$ cat src/rtl/key_note_select.sv
// Twelve-key note selector: synchronises and debounces the keys, picks the lowest pressed note and gates its tone to the speaker.
// Optional sustain (RELEASE hold after the last key lifts) is built when SUSTAIN_EN is defined.
module key_note_select #(
  parameter int DEBOUNCE_CYCLES = 500000,
  parameter int RELEASE_CYCLES  = 12500000
) (
  input  logic        clk,
  input  logic        reset,
  input  logic [11:0] keys,
  input  logic [11:0] tones,
  output logic        audio_out,
  output logic [3:0]  note_idx,
  output logic        note_valid
);

  localparam logic [1:0]  ST_IDLE    = 2'd0;
  localparam logic [1:0]  ST_PLAY    = 2'd1;
  localparam logic [1:0]  ST_RELEASE = 2'd2;
  localparam logic [19:0] DEB_LAST   = 20'(DEBOUNCE_CYCLES - 1);

  // Elaboration-time guard on the legal parameter ranges.
  if (DEBOUNCE_CYCLES < 1 || DEBOUNCE_CYCLES > 1048575) begin : g_bad_debounce
    $error("DEBOUNCE_CYCLES out of range");
  end
  if (RELEASE_CYCLES < 1 || RELEASE_CYCLES > 16777215) begin : g_bad_release
    $error("RELEASE_CYCLES out of range");
  end

  logic [11:0] sync1_q, sync2_q;
  logic [11:0] deb_q, deb_d;
  logic [19:0] cnt_q [12];
  logic [19:0] cnt_d [12];
  logic [1:0]  state_q, state_d;
  logic [3:0]  note_idx_q, note_idx_d;
  logic        note_valid_q, note_valid_d;
  logic        audio_q, audio_d;
  logic        any_key;
  logic [3:0]  sel_idx;
`ifdef SUSTAIN_EN
  localparam logic [23:0] REL_LOAD = 24'(RELEASE_CYCLES - 1);
  logic [23:0] rel_cnt_q, rel_cnt_d;
`endif

  // Per-key debounce: accept the synchronised level once it has differed for DEBOUNCE_CYCLES cycles.
  always_comb begin
    for (int i = 0; i < 12; i++) begin
      deb_d[i] = deb_q[i];
      cnt_d[i] = 20'd0;
      if (sync2_q[i] != deb_q[i]) begin
        if (cnt_q[i] == DEB_LAST) begin
          deb_d[i] = sync2_q[i];
          cnt_d[i] = 20'd0;
        end else begin
          cnt_d[i] = cnt_q[i] + 20'd1;
        end
      end else begin
        cnt_d[i] = 20'd0;
      end
    end
  end

  // Priority select: scanning downwards leaves the lowest pressed index.
  always_comb begin
    sel_idx = 4'd0;
    for (int i = 11; i >= 0; i--) begin
      if (deb_q[i]) begin
        sel_idx = 4'(i);
      end else begin
        sel_idx = sel_idx;
      end
    end
    any_key = |deb_q;
  end

  // Note FSM plus next-cycle output values.
  always_comb begin
    state_d    = state_q;
    note_idx_d = note_idx_q;
`ifdef SUSTAIN_EN
    rel_cnt_d  = rel_cnt_q;
`endif
    case (state_q)
      ST_IDLE: begin
        if (any_key) begin
          state_d    = ST_PLAY;
          note_idx_d = sel_idx;
        end else begin
          state_d    = ST_IDLE;
        end
      end
      ST_PLAY: begin
        if (any_key) begin
          note_idx_d = sel_idx;
        end else begin
`ifdef SUSTAIN_EN
          state_d    = ST_RELEASE;
          rel_cnt_d  = REL_LOAD;
`else
          state_d    = ST_IDLE;
`endif
        end
      end
`ifdef SUSTAIN_EN
      ST_RELEASE: begin
        // A press in the expiry cycle still wins over going idle.
        if (any_key) begin
          state_d    = ST_PLAY;
          note_idx_d = sel_idx;
        end else if (rel_cnt_q == 24'd0) begin
          state_d    = ST_IDLE;
        end else begin
          rel_cnt_d  = rel_cnt_q - 24'd1;
        end
      end
`endif
      default: begin
        state_d = ST_IDLE;
      end
    endcase
    note_valid_d = (state_d != ST_IDLE);
    audio_d      = note_valid_q ? tones[note_idx_q] : 1'b0;
  end

  // State registers with synchronous reset.
  always_ff @(posedge clk) begin
    if (reset) begin
      sync1_q      <= 12'd0;
      sync2_q      <= 12'd0;
      deb_q        <= 12'd0;
      for (int i = 0; i < 12; i++) begin
        cnt_q[i] <= 20'd0;
      end
      state_q      <= ST_IDLE;
      note_idx_q   <= 4'd0;
      note_valid_q <= 1'b0;
      audio_q      <= 1'b0;
`ifdef SUSTAIN_EN
      rel_cnt_q    <= 24'd0;
`endif
    end else begin
      sync1_q      <= keys;
      sync2_q      <= sync1_q;
      deb_q        <= deb_d;
      for (int i = 0; i < 12; i++) begin
        cnt_q[i] <= cnt_d[i];
      end
      state_q      <= state_d;
      note_idx_q   <= note_idx_d;
      note_valid_q <= note_valid_d;
      audio_q      <= audio_d;
`ifdef SUSTAIN_EN
      rel_cnt_q    <= rel_cnt_d;
`endif
    end
  end

  assign audio_out  = audio_q;
  assign note_idx   = note_idx_q;
  assign note_valid = note_valid_q;

endmodule

$ cat config.mk
export PLATFORM = sky130hd
export DESIGN_NAME = key_note_select
export DESIGN_NICKNAME = d
export VERILOG_FILES = /design/src/rtl/key_note_select.sv
export SDC_FILE = /design/constraint.sdc
export NUM_CORES = 1
export LEC_CHECK = 0
export ABC_AREA = 1
export BUFFER_PORTS_ARGS = -buffer_cell sky130_fd_sc_hd__buf_2
export CAP_MARGIN = 10
export CORE_AREA = 10 10 175 177
export DETAILED_ROUTE_END_ITERATION = 6
export DIE_AREA = 0 0 185 187
export PLACE_DENSITY_LB_ADDON = 0.1
export SLEW_MARGIN = 20
export SYNTH_ARGS = -nofsm -noshare
export SYNTH_HDL_FRONTEND = slang
export SYNTH_SLANG_ARGS = --single-unit
$ cat constraint.sdc
create_clock -name clk -period 3.5 [get_ports clk]
set_input_delay 0.175 -clock clk [delete_from_list [all_inputs] [get_ports clk]]
set_output_delay 0.175 -clock clk [all_outputs]
set_load 0.02 [all_outputs]
# After elaboration in Yosys (flattened, before gate mapping)
# Memory sizes are Yosys's and may differ from the RTL's.
# Cells that the tools add are included.
# word_totals
reg_bits	44
ramBits	240
input_bits	26
output_inout_bits	6
elab_cells	144
n_memories	1
# classes
addsub	12
magnitude_cmp	1
n_eq_ne	25
mux	56
bitwise_logic	13
reduce_logical	18
# memory_table
name	words	word_bits	read_ports	rd_clocked_by_memory_dff	wr	line_no	source
cnt_q	12	20	12	0	12	31	logic [19:0] cnt_q [12];
# ops
op	n
2-to-1 mux 20 bit	36
adder 20 x 1 -> 20 bit (second input constant)	12
equality test 20 x 19 -> 1 bit (second input constant)	12
2-to-1 mux 4 bit	12
AND reduction 2 bit	13
!= test 1 bit	12
OR 1 bit	12
OR reduction 12 bit	1
< comparator 4 x 5 -> 1 bit (second input constant)	1
2-to-1 mux 1 bit	5
binary-select mux 1 bit (select 4 bit)	1
one-hot mux 2 bit (2 select lines)	1
OR reduction 2 bit	2
equality test 2 x 1 -> 1 bit (second input constant)	1
zero test 2 bit	1
2-to-1 mux 2 bit	1
nonzero test 2 bit	1
inverter 1 bit	1

# Depth between registers and ports, before layout
# depth
word_depth	12
ltp_mapped	13

# Worst setup path after synthesis
# Ideal clock, no wire load.
# synth_timing
path_kind	register to register
startpoint	mem cnt_q[11][0], in the netlist cnt_q[2][60]
endpoint	mem cnt_q[11][14], in the netlist cnt_q[2][74]
setup_ns	0.121
t_arrival_ns	1.399
required_time_ns	3.379
path_slack_ns	1.980
stages_incl_launch_ff	8
period_less_slack_ns	1.520
cell_sequence	dfxtp_1 -> ha_1 -> nand3_2 -> nor4_1 -> nand4_1 -> nand2_2 -> buf_4 -> nor3_1
# synth_lines
item	line_no
start, declared	31

==> flow_summary.ini <==
[min_path]
min_path_type = in2reg

[grt]
track_usage_pct = 14.77
first_global_vias = 10330
antenna_found_initial = 0
grt_pass1_wl_um = 44970
grt_max_degree = 38
overflow = 0

[outcome]
status = completed

[power_and_ir_drop]
vdd_drop_max_v = 0.0003273
p_leak_nw = 5.254
pwr_density_cell_mw_per_mm2 = 448.4
power_mw = 6.705

[worst_setup_path]
crit_fanout = 20
critPathMaxStageDelay_ns = 0.70
startpoint_type = flip-flop
critPathCaptureType = flip-flop
cp.arrival_ns = 2.62
crit_type = reg2reg
slowest_stage = nand4_1
required_ns = 3.90
cp_cell_sequence = ha_1 -> nand2_1 -> inv_1 -> nand2_1 -> nor3_1 -> nand4_1 -> nand4_1 -> nor3b_1

[floorplan]
die_x_um = 185
pin_count = 32
dieArea_mm2 = 0.03460
chipHeight_um = 187
start_util_pct = 48.63
coreArea_mm2 = 0.02732
num_rows = 61

[route]
ant_nets = 0
post_drt_wl_per_cell_um = 11.62
wl_um = 25420
vias = 10870
drtIter0Drc = 462
firstDrtPassIters = 4
drc = 0
routed_via_density = 4.969

[cells_and_area]
nFillCells = 2645
final_cell_mix = 292 x nor2_1, 283 x dfxtp_1, 264 x nand2_1, 234 x inv_1, 114 x nor3_1
multiInputGateArea_mm2 = 0.006566
syn2layout_area_growth_pct = 12.53
final_common_cell = nor2_1
diodes = 0
drive_gt1_share_pct = 11.24
layoutNonFillerInstCount = 2188
seq_area_mm2 = 0.005665
nets = 1856

[synthesis]
synth-edff-count = 0
synth_area_mm2 = 0.01329
synth_ff_type = dfxtp_1
yosys.cell_types.count = 51
syn_area_per_cell_um2 = 7.541
synth_top_area_share_pct = 42.64
synth_fp_nets = 1800
netlist_instances = 1762
yosys-top-cells-area = dfxtp_1 43%, nor2_1 8.2%, nand2_1 7.5%
async_reset_ff_share_pct = 0
yosysWarnings = 0
ys_ff_latch = 283
synth_top_cell_by_area = dfxtp_1
seq_area_frac_synth_pct = 42.64

[timing]
layout_min_cycle_time_ns = 2.222
skew_ns = 0.02070
timing.final.crit_share_pct = 63.49
finalSetupViolCount = 0
fin_setup_tns_ns = 0
maxClockFrequency_mhz = 450.0
rsz0062_at_grt = no
final_hold_viol_count = 0
slew_viol_final = 0
relSlewSlack_pct = 40.99
worst_pin_slew_ns = 0.8825

[placed_design]
io_buffers = 31
placedCellCount = 2116
dp_hpwl_um = 18280
place_congestion = 0.8206

[clocking]
cts.htree.levels = 2
clock_sinks = 283
tritoncts = yes
root_buffer = clkbuf_16
clkTransAtPathRegs_ns = 0.06
clk_latency_ns = 0.50
cts_buffer_depth = 3
cts_buffers = 34

[job]
drv_cap = 0
Yosys cell counts (all sizes together) (2+ instances only):
master / number
o21ai: 36
nand3b: 8
a211oi: 6
nand3: 97
and3: 2
xnor2: 32
clkinv: 2
clkbuf: 5
o211ai: 4
nor2: 328
o21bai: 2
buf: 19
o21a: 2
a21oi: 78
o31ai: 2
inv: 241
dfxtp: 283
nand4: 65
a31oi: 10
nor3b: 25
or2: 11
nor4: 17
nand2: 278
ha: 12
xor2: 61
nor3: 131
flip-flops by register name, indices dropped and copies added, names as in the netlist:
name	flops
cnt_q	240
deb_q	12
sync1_q	12
sync2_q	12
note_idx	4
audio_out	1
note_valid	1
state_q	1
path summary, 6_finish.rpt:
path | from | end | slack, ns | depth (start not counted)
setup / recovery | cnt_q[2][0] | cnt_q[2][12] | 1.28 | 8
hold / removal | tones[8] | audio_out | 0.10 | 5
setup reg to reg | cnt_q[2][0] | cnt_q[2][12] | 1.28 | 8
hold reg to reg | sync1_q[6] | sync2_q[6] | 0.38 | 2
layout make-up:
type	count	share of cell area, %
clock buffers	47	6.627
clock inverters	13	0.6610
inverters	243	6.125
multi-input cells	1212	43.91
flip-flops and latches	283	37.89
well taps	346	2.895
repair buffers	44	1.891
kinds of logic (layout without fill, tap and decap cells):
group                    count (synthesis)  count (layout)  share of synthesized area (%)
AND/OR/NAND/NOR                        963             963                          36.22
flip-flops                             283             283                          42.64
buffers and inverters                  267             347                          7.947
AO/OA/AOI/OAI                          143             143                          5.904
XOR/XNOR                                93              93                          6.130
adder cells (fa/ha/maj)                 12              12                          1.130
other                                    1               1                        0.02822
power by group:
part	internal [mW]	switching, mW
registers	3.24	0.00887
logic	0.0343	0.0550
clock network	2.05	1.31
total	5.33	1.38
routing by layer:
| metal | global-route usage, % | vias up | routed length [um] |
|---|---|---|---|
| met5 | 0 | - | 0 |
| met4 | 4.159 | 0 | 506 |
| met3 | 2.350 | 39 | 635 |
| met2 | 24.99 | 90 | 11830 |
| met1 | 18.87 | 4931 | 12450 |
| li1 | - | 5812 | - |
critical path, delay by kind of cell, from the launching register on:
| kind | cells | cell delay [ns] |
|---|---|---|
| AND/OR/NAND/NOR | 6 | 1.50 |
| adder cells (fa/ha/maj) | 1 | 0.24 |
| flip-flops | 1 | 0.32 |
| buffers and inverters | 1 | 0.06 |
per-stage QoR:
| stage | worst slack, ns | util [%] | hold WS [ns] | cell area, um2 |
|---|---|---|---|---|
| CTS | 1.251 | 54.73 | 0.07980 | 14950 |
| global route | 0.9660 | 54.73 | 0.1248 | 14950 |
| global placement | 1.313 | 50.30 | 0.3791 | 13740 |
| floorplan | 1.980 | - | 0.2820 | 13290 |
| detailed placement | 1.243 | 50.30 | 0.3866 | 13740 |
| finish | 1.278 | 54.73 | 0.1023 | 14950 |
timing repair:
item / 4_1_cts / 5_1_grt
endpoints found under the hold margin: 12 / 0
buffers inserted: 0 / 0
hold buffers: 12 / 0
resized for setup: 0 / 0
Note: power is estimated with default switching activity, not from simulation.
